===== config.mk =====
export PLATFORM = sky130hd
export DESIGN_NAME = seg_scan_decoder
export DESIGN_NICKNAME = d
export VERILOG_FILES = /design/src/rtl/seg_scan_decoder_pkg.sv /design/src/rtl/seg_code_lookup.sv /design/src/rtl/seg_scan_decoder.sv
export SDC_FILE = /design/constraint.sdc
export NUM_CORES = 1
export LEC_CHECK = 0
export BUFFER_PORTS_ARGS = -buffer_cell sky130_fd_sc_hd__buf_4
export CORE_ASPECT_RATIO = 1.5
export CORE_MARGIN = 8
export CORE_UTILIZATION = 53
export DETAILED_ROUTE_END_ITERATION = 10
export GPL_TIMING_DRIVEN = 0
export PLACE_DENSITY = 0.76
export SYNTH_ARGS = -nofsm -noshare
export SYNTH_HDL_FRONTEND = slang
export SYNTH_SLANG_ARGS = --single-unit

===== constraint.sdc =====
create_clock -name clk -period 3.2 [get_ports clk]
set_input_delay 0.64 -clock clk [delete_from_list [all_inputs] [get_ports clk]]
set_output_delay 0.64 -clock clk [all_outputs]
set_load 0.05 [all_outputs]

===== src/rtl/seg_scan_decoder_pkg.sv =====
// Shared display definitions: active-low 7-segment patterns (g..a) and the
// scan-decoder control states.
package seg_scan_decoder_pkg;

  typedef enum logic [1:0] {
    ST_IDLE   = 2'd0,
    ST_SETTLE = 2'd1,
    ST_HOLD   = 2'd2
  } scan_state_e;

  localparam logic [6:0] SEG_BLANK = 7'h7F;

  // Index i holds the pattern that displays hex digit i.
  localparam logic [6:0] SEG_CODE [16] = '{
    7'h40, 7'h79, 7'h24, 7'h30, 7'h19, 7'h12, 7'h02, 7'h58,
    7'h00, 7'h10, 7'h08, 7'h03, 7'h46, 7'h21, 7'h06, 7'h0E
  };

endpackage


===== src/rtl/seg_code_lookup.sv =====
// Combinational 7-segment pattern to hex nibble decode; flags the all-off
// pattern as blank and anything unrecognised as an error.
module seg_code_lookup
  import seg_scan_decoder_pkg::*;
(
  input  logic [6:0] seg,
  output logic [3:0] nibble,
  output logic       is_blank,
  output logic       is_err
);

  always_comb begin
    nibble   = '0;
    is_blank = (seg == SEG_BLANK);
    is_err   = !is_blank;
    for (int i = 0; i < 16; i++) begin
      if (seg == SEG_CODE[i]) begin
        nibble = 4'(i);
        is_err = 1'b0;
      end
    end
  end

endmodule


===== src/rtl/seg_scan_decoder.sv =====
// Recovers the displayed hex frame from a multiplexed, active-low 7-segment
// scan bus: synchronize, debounce, decode, and publish complete frames.
module seg_scan_decoder
  import seg_scan_decoder_pkg::*;
#(
  parameter int NUM_DIGITS    = 8,
  parameter int STABLE_CYCLES = 4
) (
  input  logic                    clk,
  input  logic                    rst_n,
  input  logic [NUM_DIGITS-1:0]   an,
  input  logic [7:0]              seg,
  output logic [4*NUM_DIGITS-1:0] value,
  output logic [NUM_DIGITS-1:0]   dp,
  output logic [NUM_DIGITS-1:0]   blank,
  output logic                    frame_valid,
  output logic                    code_err,
  output scan_state_e             state_dbg
);

  localparam int SW = NUM_DIGITS + 8;
  localparam int CW = $clog2(STABLE_CYCLES + 1);
  localparam int IW = (NUM_DIGITS > 1) ? $clog2(NUM_DIGITS) : 1;

  logic [SW-1:0] sync1_q, sync2_q, prev_q;
  logic [CW-1:0] cnt_q, cnt_d;
  scan_state_e   state_q, state_d;

  logic [NUM_DIGITS-1:0]   mask_q, mask_d;
  logic [4*NUM_DIGITS-1:0] stg_val_q, stg_val_d, value_q;
  logic [NUM_DIGITS-1:0]   stg_dp_q, stg_dp_d, dp_q;
  logic [NUM_DIGITS-1:0]   stg_blank_q, stg_blank_d, blank_q;
  logic                    frame_valid_q, code_err_q;

  logic                  changed, stable_hit, accept;
  logic [NUM_DIGITS-1:0] s_an, an_act;
  logic [7:0]            s_seg;
  logic                  one_hot;
  logic [IW-1:0]         idx;
  logic [3:0]            nibble;
  logic                  is_blank, is_err;
  logic                  write_en, err_hit, frame_copy;

  always_ff @(posedge clk or negedge rst_n) begin
    if (!rst_n) begin
      sync1_q <= '1;
      sync2_q <= '1;
      prev_q  <= '1;
      cnt_q   <= '0;
    end else begin
      sync1_q <= {an, seg};
      sync2_q <= sync1_q;
      prev_q  <= sync2_q;
      cnt_q   <= cnt_d;
    end
  end

  assign changed    = (sync2_q != prev_q);
  assign stable_hit = !changed && (cnt_q == CW'(STABLE_CYCLES - 1));

  always_comb begin
    cnt_d = cnt_q;
    if (changed)                         cnt_d = '0;
    else if (cnt_q != CW'(STABLE_CYCLES)) cnt_d = cnt_q + CW'(1);
  end

  always_ff @(posedge clk or negedge rst_n) begin
    if (!rst_n) state_q <= ST_IDLE;
    else        state_q <= state_d;
  end

  always_comb begin
    state_d = state_q;
    case (state_q)
      ST_IDLE:   if (changed) state_d = ST_SETTLE;
      ST_SETTLE: if (!changed && stable_hit) state_d = ST_HOLD;
      ST_HOLD:   if (changed) state_d = ST_SETTLE;
      default:   state_d = ST_IDLE;
    endcase
  end

  always_comb begin
    accept = (state_q == ST_SETTLE) && stable_hit;
  end

  assign state_dbg = state_q;

  assign s_an    = sync2_q[SW-1:8];
  assign s_seg   = sync2_q[7:0];
  assign an_act  = ~s_an;
  assign one_hot = (an_act != '0) && ((an_act & (an_act - NUM_DIGITS'(1))) == '0);

  always_comb begin
    idx = '0;
    for (int i = 0; i < NUM_DIGITS; i++) begin
      if (an_act[i]) idx = IW'(i);
    end
  end

  seg_code_lookup u_lookup (
    .seg      (s_seg[6:0]),
    .nibble   (nibble),
    .is_blank (is_blank),
    .is_err   (is_err)
  );

  assign write_en   = accept && one_hot && !is_err;
  assign err_hit    = accept && one_hot && is_err;
  assign frame_copy = &mask_q;

  // The mask clear for a completed frame is applied before a same-cycle
  // write, so that write counts toward the next frame.
  always_comb begin
    mask_d      = frame_copy ? '0 : mask_q;
    stg_val_d   = stg_val_q;
    stg_dp_d    = stg_dp_q;
    stg_blank_d = stg_blank_q;
    if (write_en) begin
      stg_val_d[idx*4 +: 4] = nibble;
      stg_dp_d[idx]         = ~s_seg[7];
      stg_blank_d[idx]      = is_blank;
      mask_d[idx]           = 1'b1;
    end
  end

  always_ff @(posedge clk or negedge rst_n) begin
    if (!rst_n) begin
      mask_q        <= '0;
      stg_val_q     <= '0;
      stg_dp_q      <= '0;
      stg_blank_q   <= '0;
      value_q       <= '0;
      dp_q          <= '0;
      blank_q       <= '1;
      frame_valid_q <= 1'b0;
      code_err_q    <= 1'b0;
    end else begin
      mask_q        <= mask_d;
      stg_val_q     <= stg_val_d;
      stg_dp_q      <= stg_dp_d;
      stg_blank_q   <= stg_blank_d;
      frame_valid_q <= frame_copy;
      code_err_q    <= err_hit;
      if (frame_copy) begin
        value_q <= stg_val_q;
        dp_q    <= stg_dp_q;
        blank_q <= stg_blank_q;
      end
    end
  end

  assign value       = value_q;
  assign dp          = dp_q;
  assign blank       = blank_q;
  assign frame_valid = frame_valid_q;
  assign code_err    = code_err_q;

endmodule


==> metrics, run 1 <==
TNS Setup=0 ns; Syn-to-layout area delta=22.83%; Vias=4496; CTS Root Cell=clkbuf_16; CP Class=register to register; Final setup viols=0; endpoints failing hold=0; crit-path max FO=10; Via-to-Cell Ratio=5.476; row count=50; GRT overflow=0; Synth async-reset ratio=100.0%; Internal=3.288 mW; crit path time final=3.136 ns; status=completed; core area=0.01232 sq mm; Sink Count=159; IO Pins=70; YS warnings=0; Worst setup SP type=register; r2r setup slk=0.06 ns; NumNets Final=677; Die Width=106.9 um; number of synthesized flops with an enable pin=0; setup ws final=0.06362 ns; commonest register cell after synthesis=dfrtp_1; Routed Antenna Nets=0; Cells after DPL=789; syn_area_per_cell=11.67 sq um; Sw Ratio=23.34%; Placer Congestion=0.8334; Port Buffer Count=69; dpl ws=-0.2819 ns; combinational power share=4.3%; chip height=152.4 um; r2r endpoint=stg_val_q[9]$_DFFE_PN0P_; part of the power in registers=48.9%; Syn Nets=588; DR pass1 iterations=5; Pwr Density=531.4 mW/mm^2; wire per inst=17.17 um; H-tree Lvls=4; leakage power=3.875 nW; CTS tree=done; Total GRT Usage=17.99%; Crit. End Element=register; initial antenna violation count=0; Cells after Synth=563; max_slew headroom=43.74%; skew final=0.009324 ns; vias in the first global route=4686; worst slew pin tran=0.8351 ns; post-synth cell types=56; Fmax=318.8 MHz; pin count of the biggest net entering global routing=88; dpl hpwl=9854 um; RSZ-0062 raised after global routing=true; R2R Path Start=sync2_q[10]$_DFF_PN1_; Core Util, Final=65.48%; Worst-path clk slew=0.06 ns; Req. time, crit path=3.50 ns; crit path DAT=3.44 ns; Worst-Skew Late Latency=0.43 ns; max-slew violations=0; ANT cells=0; Max Buffers Root-to-Sink=2; number of buffers created by CTS=17; VDD IR max=0.4989 mV; net switching power=1.001 mW; R2R depth=11; total of max-cap violations=0; fraction of layout cells with a size suffix above 1=35.79%; first-pass GRT wire length=23220 um; Clk pwr share=46.9%; initial DRC count=372; WHS=0.2527 ns; initial core utilization=53.31%; post-synthesis register bit count=159; Synth Cell Area=0.006570 sq mm; Hold Crit Class=input port to async pin; DR DRC count=0; fin crit share=98.01%; hold-fix buffers at CTS=0; total die area=0.01629 sq mm; Finished Layout Cells=821; routed wire length=14100 um; register area share after synthesis=61.63%
==> sequential cells by signal, indices dropped and copies added, names as in the netlist <==
register and count:
state_dbg 2, code_err 1, stg_val_q 32, frame_valid 1, stg_dp_q 8, sync1_q 16, value 32, cnt_q 3
sync2_q 16, stg_blank_q 8, mask_q 8, blank 8, prev_q 16, dp 8
==> Yosys cell counts (2+ instances only) <==
library cell | number | area [sq um]
nand2_1 | 135 | 506.7
dfrtp_1 | 103 | 2577
dfstp_2 | 56 | 1471
inv_1 | 22 | 82.58
mux2_2 | 22 | 247.7
nor3_1 | 19 | 95.09
o21ai_0 | 19 | 95.09
xor2_1 | 17 | 148.9
clkbuf_1 | 16 | 60.06
mux2i_1 | 13 | 130.1
nor4_2 | 10 | 125.1
nand2b_1 | 9 | 56.30
nor2_1 | 9 | 33.78
a21o_1 | 8 | 60.06
mux2_4 | 8 | 120.1
a21oi_1 | 7 | 35.03
ha_1 | 7 | 87.58
buf_2 | 6 | 30.03
nand4_1 | 6 | 37.54
buf_6 | 5 | 56.30
mux2_1 | 5 | 56.30
nand3_1 | 5 | 25.02
nor4_1 | 5 | 31.28
buf_1 | 4 | 15.01
nand4b_1 | 3 | 26.28
o2111ai_1 | 3 | 26.28
or4_1 | 3 | 22.52
a211oi_1 | 2 | 15.01
and2_1 | 2 | 12.51
and3_1 | 2 | 12.51
and4_1 | 2 | 17.52
nor2b_1 | 2 | 12.51
nor4bb_1 | 2 | 20.02
or2_2 | 2 | 12.51
or3b_1 | 2 | 17.52
or4_4 | 2 | 22.52
==> power by group through the flow <==
stage | Combinational, mW | Clock [mW] | Sequential [mW]
4_1_cts | 0.176 | 2.05 | 2.09
3_3_place_gp | 0.162 | 0 | 2.12
6_report | 0.184 | 2.01 | 2.10
2_1_floorplan | 0.0913 | 0 | 2.12
3_5_place_dp | 0.174 | 0 | 2.12
5_1_grt | 0.204 | 2.13 | 2.10
==> cells by family (layout without fill, tap and decap cells) <==
family | Yosys count | count (layout) | synth area share, %
simple gates | 227 | 227 | 17.67
mux | 48 | 48 | 8.436
buf+inv | 55 | 157 | 3.828
fa+ha+maj | 7 | 7 | 1.333
flops | 159 | 159 | 61.63
compound gates | 49 | 49 | 4.704
xor+xnor | 18 | 18 | 2.400
==> how the worst max path moves through the flow <==
stage,start,depth (start not counted),slack [ns],end
6_report,sync2_q[10]$_DFF_PN1_,11,0.06,stg_val_q[9]$_DFFE_PN0P_
5_1_grt,sync2_q[10]$_DFF_PN1_,11,-0.02,stg_val_q[9]$_DFFE_PN0P_
4_1_cts,sync2_q[5]$_DFF_PN1_,8,-0.08,stg_blank_q[3]$_DFFE_PN0P_
3_5_place_dp,sync2_q[13]$_DFF_PN1_,9,-0.28,stg_val_q[11]$_DFFE_PN0P_
3_3_place_gp,sync2_q[13]$_DFF_PN1_,9,-0.25,stg_val_q[8]$_DFFE_PN0P_
2_1_floorplan,sync2_q[10]$_DFF_PN1_,12,0.01,stg_val_q[10]$_DFFE_PN0P_
==> worst max-delay path, stage by stage, from the launching register on <==
cell	delay, ns
dfstp_2	0.54
nand2b_1	0.05
a21o_1	0.20
nand2_4	0.10
inv_6	0.07
ha_1	0.20
ha_1	0.17
buf_4	0.17
nand2b_4	0.16
or4_4	0.44
or4b_4	0.56
mux2_1	0.34
==> layer usage <==
metal	track usage, %	wire [um]	part of all wire, %	vias to the layer above
met1	19.86	5461	39	2239
li1	-	-	-	2075
met3	4.361	658	4.7	35
met2	31.53	7610	54	147
met4	8.081	369	2.6	0
met5	0	0	0	-
==> layout make-up <==
| class | count | area [sq um] |
|---|---|---|
| inverter | 24 | 95.09 |
| clock inverter | 12 | 102.6 |
| fill | 921 | 4254 |
| tap | 156 | 195.2 |
| sequential | 159 | 4049 |
| buffer | 24 | 140.1 |
| multi-input combinational | 349 | 2386 |
| timing repair buffer | 77 | 601.8 |
| clock buffer | 20 | 500.5 |
==> stage by stage <==
| step | power [mW] | instance area, sq um |
|---|---|---|
| after global placement | 2.280 | 7297 |
| final | 4.289 | 8070 |
| after detailed placement | 2.295 | 7328 |
| after floorplan | 2.207 | 6584 |
| after CTS | 4.316 | 7986 |
| after global routing | 4.434 | 8070 |
==> cell usage in the layout, fill, tap and decap left out, types with 7 or more instances in the layout <==
cell type | Yosys | final
buf_4 | 0 | 77
nand2_1 | 135 | 133
clkbuf_16 | 0 | 20
a21o_1 | 8 | 8
nor2_1 | 9 | 8
dfrtp_1 | 103 | 103
mux2_4 | 8 | 9
xor2_1 | 17 | 17
nand2b_1 | 9 | 8
a21oi_1 | 7 | 7
clkbuf_1 | 16 | 10
nor3_1 | 19 | 16
mux2i_1 | 13 | 13
dfstp_2 | 56 | 56
inv_1 | 22 | 22
mux2_2 | 22 | 22
inv_6 | 0 | 8
o21ai_0 | 19 | 19
==> what timing repair did <==
action,4_1_cts,5_1_grt
pin swaps,2,3
endpoints found under the setup margin,52,38
buffers inserted,6,1
gates resized for setup,9,16
(Power assumes the default switching activity.)
==> run 2, diff against run 1 <==
--- a/config.mk
+++ b/config.mk
@@ -12,6 +12,8 @@
 export DETAILED_ROUTE_END_ITERATION = 10
 export GPL_TIMING_DRIVEN = 0
 export PLACE_DENSITY = 0.76
+export REMOVE_ABC_BUFFERS = 1
+export SKIP_CTS_REPAIR_TIMING = 1
 export SYNTH_ARGS = -nofsm -noshare
 export SYNTH_HDL_FRONTEND = slang
 export SYNTH_SLANG_ARGS = --single-unit
==> metrics, run 2 (synthesized netlist as in run 1, its figures left out) <==
status=completed; Fmax=320.2 MHz (+0.42%); initial DRC count=191 (-49%); CP Class=register to register; NumNets Final=657 (-3.0%); total of max-cap violations=0 (unchanged); VDD IR max=0.4600 mV (-7.8%); skew final=0.008885 ns (-0.0004393 ns); dpl ws=-0.4458 ns (-0.1639 ns); Req. time, crit path=3.50 ns (about the same); Vias=4210 (-6.4%); core area=0.01232 sq mm (unchanged); first-pass GRT wire length=20970 um (-9.7%); initial core utilization=53.31% (unchanged); crit path DAT=3.42 ns (-0.02 ns); Pwr Total=4.079 mW (-4.9%); Port Buffer Count=69 (unchanged); Max Buffers Root-to-Sink=2 (unchanged); routed wire length=12510 um (-11%); area of the multi-input gates=0.002374 sq mm (-0.52%); IO Pins=70 (unchanged); Total GRT Usage=16.06% (-1.9 points); Worst-Skew Late Latency=0.42 ns (about the same); GRT overflow=0 (unchanged); fraction of layout cells with a size suffix above 1=35.50% (-0.29 points); most common cell after layout, fill and taps aside=nand2_1; Filler cells=947 (+2.8%); endpoints failing hold=0 (unchanged); Worst-path clk slew=0.06 ns (about the same); Via-to-Cell Ratio=5.256 (-4.0%); fin crit share=97.60% (-0.41 points); DR DRC count=0 (unchanged); CTS Root Cell=clkbuf_16; number of buffers created by CTS=17 (unchanged); total die area=0.01629 sq mm (unchanged); commonest cells after routing, fill and taps aside=nand2_1, dfrtp_1, buf_4, dfstp_2; Reg area=0.004049 sq mm (unchanged); setup ws final=0.07671 ns (+0.01310 ns); Final setup viols=0 (unchanged); TNS Setup=0 ns (unchanged); DR WL met3=429 um (-35%); CTS tree=done; ANT cells=0 (unchanged); row count=50 (unchanged); Hold Crit Class=input port to async pin; Cells after DPL=758 (-3.9%); DR pass1 iterations=4 (-1); chip height=152.4 um (unchanged); max-slew violations=0 (unchanged); crit path time final=3.123 ns (-0.01310 ns); Routed Antenna Nets=0 (unchanged); routed wl met2=6787 um (-11%); Die Width=106.9 um (unchanged); worst slew pin tran=0.8506 ns (+0.01540 ns); highest metal used=met4; Syn-to-layout area delta=19.94%; post-route met1 wirelength=5078 um (-7.0%); vias in the first global route=4365 (-6.9%); Worst setup SP type=register; max_slew headroom=42.86% (-0.87 points); H-tree Lvls=4 (unchanged); crit-path max FO=10 (unchanged); Finished Layout Cells=801 (-2.4%); pin count of the biggest net entering global routing=86 (-2.3%); wire per inst=15.62 um (-9.1%); Pwr Density=517.6 mW/mm^2 (-2.6%); Placer Congestion=0.7819 (-6.2%); Sink Count=159 (unchanged); initial antenna violation count=0 (unchanged); WHS=0.2249 ns (-0.02787 ns); Crit. End Element=register; dpl hpwl=8496 um (-14%); leakage power=3.778 nW (-2.5%)
-- run 2: layout make-up --
class | count | area share [%]
Multi-Input combinational cell | 349 | 30.12
Inverter | 24 | 1.223
Clock inverter | 15 | 1.445
Clock buffer | 17 | 5.399
Sequential cell | 159 | 51.38
Timing Repair Buffer | 81 | 7.955
Tap cell | 156 | 2.477
-- run 2: worst paths after layout --
| kind | startpoint | end | slack, ns | cells past startpoint |
|---|---|---|---|---|
| min reg2reg | sync1_q[7]$_DFF_PN1_ | sync2_q[7]$_DFF_PN1_ | 0.35 | 0 |
| min | rst_n | frame_valid$_DFF_PN0_ | 0.22 | 1 |
| max | sync2_q[14]$_DFF_PN1_ | stg_val_q[9]$_DFFE_PN0P_ | 0.08 | 10 |
| max reg2reg | sync2_q[14]$_DFF_PN1_ | stg_val_q[9]$_DFFE_PN0P_ | 0.08 | 10 |
| min in group clk | seg[5] | sync1_q[5]$_DFF_PN1_ | 0.33 | 1 |
| max in group asynchronous | rst_n | sync2_q[1]$_DFF_PN1_ | 2.13 | 2 |
-- run 2: critical path: stages, from the launching register on --
cell,delay (ns)
dfstp_2,0.60
nand2_1,0.07
a21o_1,0.18
nand2_4,0.10
inv_4,0.08
ha_1,0.23
ha_4,0.20
nand2b_4,0.17
or4_4,0.46
or4b_4,0.58
mux2_1,0.33
-- run 2: stage by stage --
step | cell area (sq um) | utilization, %
2_1_floorplan | 6409 | -
3_3_place_gp | 7122 | 57.79
3_5_place_dp | 7153 | 58.04
4_1_cts | 7692 | 62.42
5_1_grt | 7880 | 63.94
6_report | 7880 | 63.94
-- run 2: power breakdown --
group / switching, mW / leakage, nW / total (mW) / internal [mW]
clock network: 0.808 / 0.258 / 1.81 / 0.999
logic: 0.102 / 1.50 / 0.165 / 0.0631
registers: 0.0389 / 2.02 / 2.11 / 2.07
-- run 2: routing by layer --
| metal | GRT usage (%) | vias to the layer above |
|---|---|---|
| li1 | - | 2036 |
| met1 | 18.24 | 2087 |
| met2 | 27.76 | 70 |
| met3 | 3.726 | 17 |
| met4 | 7.138 | 0 |
| met5 | 0 | - |
